## src/rtl/ifu.sv

```systemverilog
// Instruction fetch unit: fetches one word, holds it for decode, and computes the next PC at retire. Optional IFU_ALIGN_CHECK_EN traps misaligned targets.
// Latency: instr_valid rises 1 cycle after imem_req when memory answers zero-wait, so at most one retire every 2 cycles.
// Backpressure: while instr_ready=0 the instruction, pc and counters hold in VALID, and no new fetch is issued.
module ifu #(
  parameter logic [31:0] RESET_PC = 32'h0000_3000
) (
  input  logic        clk,
  input  logic        reset_n,
  output logic        imem_req,
  output logic [31:0] imem_addr,
  input  logic        imem_rvalid,
  input  logic [31:0] imem_rdata,
  output logic [31:0] instr,
  output logic        instr_valid,
  input  logic        instr_ready,
  output logic [31:0] pc,
  output logic [31:0] pc_plus4,
  input  logic [2:0]  next_pc_op,
  input  logic        cmp_eq,
  input  logic [15:0] imm,
  input  logic [25:0] j_address,
  input  logic [31:0] jr_target,
  output logic [31:0] retire_cnt,
  output logic        fetch_err
);

`ifdef IFU_ALIGN_CHECK_EN
  typedef enum logic [1:0] {FETCH, VALID, ERR} state_t;
`else
  typedef enum logic [1:0] {FETCH, VALID} state_t;
`endif

  state_t      state;
  logic        retire;
  logic [31:0] seq_pc;
  logic [31:0] br_pc;
  logic [31:0] next_pc_raw;
  logic [31:0] next_pc;

  assign retire    = (state == VALID) && instr_ready;
  assign imem_req  = (state == FETCH);
  assign instr_valid = (state == VALID);
  assign imem_addr = pc;
  assign pc_plus4  = pc + 32'd4;

  always_comb begin
    seq_pc = pc + 32'd4;
    br_pc  = seq_pc + {{14{imm[15]}}, imm, 2'b00};
    case (next_pc_op)
      3'd1:    next_pc_raw = cmp_eq ? br_pc : seq_pc;
      3'd2:    next_pc_raw = {pc[31:28], j_address, 2'b00};
      3'd3:    next_pc_raw = jr_target;
      default: next_pc_raw = seq_pc;
    endcase
  end

`ifdef IFU_ALIGN_CHECK_EN
  assign next_pc = next_pc_raw;
`else
  // Without the trap, a misaligned target is silently rounded down to a word.
  assign next_pc = next_pc_raw & ~32'h3;
  assign fetch_err = 1'b0;
`endif

  always_ff @(posedge clk or negedge reset_n) begin
    if (!reset_n) begin
      state      <= FETCH;
      pc         <= RESET_PC;
      instr      <= 32'h0;
      retire_cnt <= 32'h0;
`ifdef IFU_ALIGN_CHECK_EN
      fetch_err  <= 1'b0;
`endif
    end else begin
      case (state)
        FETCH: begin
          if (imem_rvalid) begin
            instr <= imem_rdata;
            state <= VALID;
          end
        end
        VALID: begin
          if (retire) begin
            retire_cnt <= retire_cnt + 32'd1;
            pc         <= next_pc;
`ifdef IFU_ALIGN_CHECK_EN
            if (next_pc[1:0] != 2'b00) begin
              state     <= ERR;
              fetch_err <= 1'b1;
            end else begin
              state <= FETCH;
            end
`else
            state <= FETCH;
`endif
          end
        end
`ifdef IFU_ALIGN_CHECK_EN
        ERR: state <= ERR;
`endif
        default: state <= FETCH;
      endcase
    end
  end

endmodule
```

## config.mk

```make
export PLATFORM = sky130hd
export DESIGN_NAME = ifu
export DESIGN_NICKNAME = d
export VERILOG_FILES = /design/src/rtl/ifu.sv
export SDC_FILE = /design/constraint.sdc
export NUM_CORES = 1
export LEC_CHECK = 0
export ABC_CLOCK_PERIOD_IN_PS = 5120
export CAP_MARGIN = 10
export CORE_UTILIZATION = 45
export DETAILED_ROUTE_END_ITERATION = 10
export PLACE_DENSITY = 0.78
export RECOVER_POWER = 50
export SKIP_CTS_REPAIR_TIMING = 1
export SLEW_MARGIN = 5
export SYNTH_ARGS = -nofsm -noshare
export SYNTH_HDL_FRONTEND = slang
export SYNTH_SLANG_ARGS = --single-unit
```

## constraint.sdc

```tcl
create_clock -name clk -period 5.12 [get_ports clk]
set_input_delay 1.024 -clock clk [delete_from_list [all_inputs] [get_ports clk]]
set_output_delay 1.024 -clock clk [all_outputs]
set_load 0.005 [all_outputs]
```

==> qor.csv <==
metric,value,unit
grt_pass1_vias,6781,
dp_cells,1252,
crit_path_start_kind,flip-flop,
gr-usage-met1,36.1,%
via_per_inst,5.67,
n_antenna_cell,0,
cp-end-kind,flip-flop,
multi_input_comb_area,4400,sq um
drc,0,
top_usage_layer,met2,
synth_cell_types,78,
clk_pin_slew,70,ps
cts-htree-levels,3,
finalNonFillerCells,1268,
slew_headroom,-154,%
synth_area_per_cell,8.89,sq um
post-route-period-util,84.3,%
grt_use_met3,4.95,%
max_freq,0.232,GHz
power.leakage,0.00420,uW
synth_seq_cells,95,
crit_arrival,4530,ps
rsz0062_at_grt,false,
p_per_area,405,nW/um^2
overflow,0,
cap_violations,3,
ys_warn_count,0,
root_buffer,clkbuf_16,
antenna_left,0,
postRouteWirelength,23500,um
ir_drop,0.000184,V
area.sequential,2380,sq um
fp.coreArea,15800,sq um
timing.setup.tns,0,ps
final_common_cell,clkdlybuf4s50_1,
initial_utilization,45.9,%
antenna_found_initial,0,
dieHeight,129,um
status,"finished, violations left",
routabilityCongestion,0.900,
drtIter0Drc,681,
cts_sinks,95,
syn-cell-area,7260,sq um
grt_first_pass_wirelength,35800,um
portBuffers,267,
ys_seq_area_share,32.8,%
slew_violations,142,
place_hpwl,18700,um
clock_latency,340,ps
grt_max_degree,72,
postSynthCellCount,817,
numCtsBuffers,9,
grtUsageMet2,47.0,%
vias,7192,
final_cell_mix,"226 x clkdlybuf4s50_1, 93 x dfrtp_1, 71 x nor2_1",
firstDrtPassIters,5,
async_reset_ff_share,100,%
path_max_fanout,8,
hold_violations,0,
synth-edff-count,0,
area.growth.synth_to_final,40.5,%
failed_checks,"capacitance limit, slew limit",
nFillCells,1347,
fp-row-count,46,
required,5330,ps
drive_gt1_share,8.08,%
dominantRegCellSynth,dfrtp_1,
cts_tree,done,
wl_per_cell,18.5,um
tightest_slew,3810,ps
dieArea,16600,sq um
die_w,129,um
p_total,4130,uW
grt_usage,28.0,%
crit_type,reg2reg,
hold_class,reg2reg,
fin_nets,1197,
fin_hold_ws,482,ps
clock_path_buffers,2,
period_needed,4320,ps
finalSetupViolations,0,
io_pins,277,
fin_skew,9.13,ps
## layer usage
layer | wire (um) | vias to the layer above
met4 | 576 | 0
met1 | 9820 | 3423
met2 | 11100 | 338
met5 | 0 | -
li1 | - | 3392
met3 | 1970 | 39
## cells in the mapped netlist (all sizes together), types with 3 or more instances
cell type | instances | area share (%)
a211o | 4 | 0.48
a211oi | 10 | 1.2
a21o | 17 | 1.8
a21oi | 56 | 4.1
a221o | 7 | 0.97
a221oi | 6 | 0.81
a22o | 7 | 0.84
a22oi | 9 | 0.93
a311oi | 3 | 0.45
a31oi | 8 | 0.69
and2 | 8 | 0.69
and3 | 11 | 0.95
and4 | 6 | 0.72
buf | 47 | 4.6
clkbuf | 22 | 1.1
dfrtp | 93 | 32
ha | 35 | 6.0
inv | 23 | 1.2
mux2 | 33 | 5.1
mux2i | 4 | 0.55
nand2 | 63 | 3.3
nand2b | 5 | 0.43
nand3 | 39 | 2.9
nand4 | 15 | 1.5
nor2 | 74 | 4.1
nor2b | 8 | 0.69
nor3 | 5 | 0.41
nor4 | 4 | 0.43
o211ai | 7 | 0.79
o21a | 6 | 0.62
o21ai | 47 | 3.2
o21bai | 3 | 0.31
o22ai | 11 | 0.95
o31ai | 8 | 0.90
o32ai | 4 | 0.48
or2 | 3 | 0.29
xnor2 | 55 | 6.7
xor2 | 27 | 3.4
## path summary, 6_finish.rpt
| kind | cells past startpoint | from | end | slack [ps] |
|---|---|---|---|---|
| min | 1 | retire_cnt[31] | retire_cnt[31] | 480 |
| max reg2reg | 15 | imem_addr[4] | imem_addr[30] | 800 |
| min in group asynchronous | 1 | reset_n | retire_cnt[28] | 1990 |
| min reg2reg | 1 | retire_cnt[31] | retire_cnt[31] | 480 |
| max in group asynchronous | 2 | reset_n | retire_cnt[23] | 980 |
| max | 15 | imem_addr[4] | imem_addr[30] | 800 |
## flip-flops by register name, summed over array words and instances, names as in the netlist
register    flops
imem_addr      30
instr          32
retire_cnt     32
state           1
## cell type report
class | instances | area share (%)
Sequential cell | 95 | 23.3
Timing Repair Buffer | 282 | 27.1
Clock inverter | 6 | 0.576
Clock buffer | 10 | 2.34
Inverter | 24 | 0.883
Multi-Input combinational cell | 635 | 43.1
Tap cell | 216 | 2.65
## cells by family (layout without fill, tap and decap cells)
group,count (synthesis),in the layout,synth area share [%]
other,1,7,0.0516
xor gates and xnor gates,82,82,10.1
buffers and inverters,93,322,6.94
DFF,95,95,32.8
AOI/OAI and AO/OA,229,229,21.5
muxes,37,37,5.67
and+or+nand+nor,244,244,16.7
adders and majority gates,36,36,6.31
## through the flow
| stage | utilization (%) | setup WS, ps | instance area (sq um) |
|---|---|---|---|
| final | 64.5 | 804 | 10200 |
| after global routing | 64.5 | 207 | 10200 |
| after CTS | 64.6 | 858 | 10200 |
| after detailed placement | 62.7 | 876 | 9920 |
| after global placement | 62.7 | 894 | 9920 |
| after floorplan | - | 1420 | 7280 |
## worst max-delay path, cell delays in order (launching register included)
cell	delay (ps)
dfrtp_1	530
and3_1	240
and3_1	240
nand2_1	120
nor2_1	310
nand3_1	150
xnor2_1	370
ha_1	340
a21oi_1	150
o21ai_0	130
a221o_1	380
a211o_1	350
a21o_1	180
a41oi_1	230
xor2_1	300
o22ai_1	140
## power breakdown
part	switching, uW	leakage, uW	internal [uW]	total, uW
Clock	311	0.000145	356	667
Sequential	256	0.00117	924	1180
Combinational	1070	0.00288	1220	2280
Power figures use the tool's default switching activity.
==> variant: new RTL, same settings <==
Put one more register stage on the output `retire_cnt`. The value now appears one clock later. The other outputs are not delayed to match.
--- a/src/rtl/ifu.sv
+++ b/src/rtl/ifu.sv
@@ -25,2 +25,4 @@
 );
+
+  logic [31:0] retire_cnt_s0;
 
@@ -69,3 +71,3 @@
       instr      <= 32'h0;
-      retire_cnt <= 32'h0;
+      retire_cnt_s0 <= 32'h0;
 `ifdef IFU_ALIGN_CHECK_EN
@@ -83,3 +85,3 @@
           if (retire) begin
-            retire_cnt <= retire_cnt + 32'd1;
+            retire_cnt_s0 <= retire_cnt_s0 + 32'd1;
             pc         <= next_pc;
@@ -105,2 +107,6 @@
 
+  always_ff @(posedge clk) begin
+    retire_cnt <= retire_cnt_s0;
+  end
+
 endmodule
Formal check against the unedited RTL: not equivalent (Yosys sat finds a counterexample within 4 cycles, from zero or initial values and one cycle with reset_n low).
==> variant against the unedited design <==
  * The flow still finishes with violations (max-capacitance violations, max-slew violations)
  * Final area grew 10%
  * Combinational power shrank 5%
  * First-iteration DRC count shrank 27%
  * Wire length grew 5.8%
  * Sequential power grew 21%
  * Setup slack lost 0.17 ns
  * Largest cell class unchanged
  * Sequential cell count grew 32
  * Total power grew 17%
  * Highest routed layer unchanged
  * Clock power grew 84%
  * Core utilization grew 0.48 points
  * Global-route usage shrank 0.79 points
  * Synthesized area grew 10%
==> variant: results (changes against the unedited design) <==
{| class="wikitable"
! Metric !! Value
|-
| Run status || complete, but fails checks (unchanged)
|-
| Violated checks || max-capacitance violations, max-slew violations (unchanged)
|-
| Number of cells on the worst hold path || 0 (was 1)
|-
| Worst-case clock skew || 0.0117 ns (was 0.00913 ns)
|-
| DRT iter0 DRCs || 498 (was 681)
|-
| DP HPWL || 19,300 µm (was 18,700 µm)
|-
| Share of synthesized registers carrying an async set or reset || 0.748 (was 1.00)
|-
| Max-slew violation total from the final report || 90 (was 142)
|-
| Biggest cell delay along the critical path || 0.61 ns (was 0.53 ns)
|-
| Max-capacitance violation count || 2 (was 3)
|-
| Standard cell with the maximum stage delay on the critical path || sky130_fd_sc_hd__or4b_2 (was sky130_fd_sc_hd__dfrtp_1)
|-
| Number of cells in the finished layout apart from fillers || 1,352 (was 1,268)
|-
| Mean cell area of the mapped netlist || 9.05 µm² (was 8.89 µm²)
|-
| Max VDD drop || 0.235 mV (was 0.184 mV)
|-
| Leading cell types by total area after synthesis || sky130_fd_sc_hd__dfrtp_1 29%, sky130_fd_sc_hd__dfxtp_1 8.0%, sky130_fd_sc_hd__ha_1 5.5% (was sky130_fd_sc_hd__dfrtp_1 32%, sky130_fd_sc_hd__xnor2_1 6.5%, sky130_fd_sc_hd__ha_1 6.0%)
|-
| Routed length per placed instance || 18.4 µm (was 18.5 µm)
|-
| Worst reg2reg endpoint || imem_addr[23]$_DFFE_PN0P_ (was imem_addr[30]$_DFFE_PN0P_)
|-
| Number of global-route vias before repair || 7,101 (was 6,781)
|-
| H-tree lvl count || 4 (was 3)
|-
| Hold Crit Start || retire_cnt_s0[31]$_DFFE_PN0P_ (was retire_cnt[31]$_DFFE_PN0P_)
|-
| R2r setup slk || 0.64 ns (was 0.80 ns)
|-
| Switching component of the power || 0.00170 W (was 0.00164 W)
|-
| Fraction of layout cells with a size suffix above 1 || 0.0887 (was 0.0808)
|-
| Total track usage || 0.272 (was 0.280)
|-
| Net count reported at finish || 1,264 (was 1,197)
|-
| Number of distinct library cells after synthesis || 72 (was 78)
|-
| Internal power || 0.00313 W (was 0.00250 W)
|-
| Slew @ Worst Pin || 2.94 ns (was 3.81 ns)
|}
==> variant: area by class of cell <==
type,count,area share
sequential,127,0.269
tap,225,0.0251
multi-input combinational,665,0.399
inverter,23,0.00768
timing repair buffer,280,0.245
clock buffer,18,0.0382
clock inverter,14,0.0163
==> variant: cell families (layout without fill, tap and decap cells) <==
family,count (synthesis),after routing,share of synthesized area
other cells,1,7,0.000469
xor+xnor,77,77,0.0844
mux,40,40,0.0554
buf+inv,97,335,0.0643
compound gates,222,222,0.177
fa+ha+maj,36,36,0.0573
simple gates,283,283,0.184
flops,127,127,0.378
==> variant: metrics by stage <==
step	worst slack (ns)	hold WS [ns]
after floorplan	1.33	0.365
after global placement	0.905	0.377
after detailed placement	0.839	0.392
after CTS	0.806	0.407
after global routing	0.317	0.416
final	0.638	0.404
==> variant: layer usage <==
layer	up-vias	GRT usage	wire length (µm)
li1	3582	-	-
met3	40	0.0632	2240
met4	0	0.0755	433
met1	3561	0.356	10500
met2	419	0.448	11700
met5	-	0	0
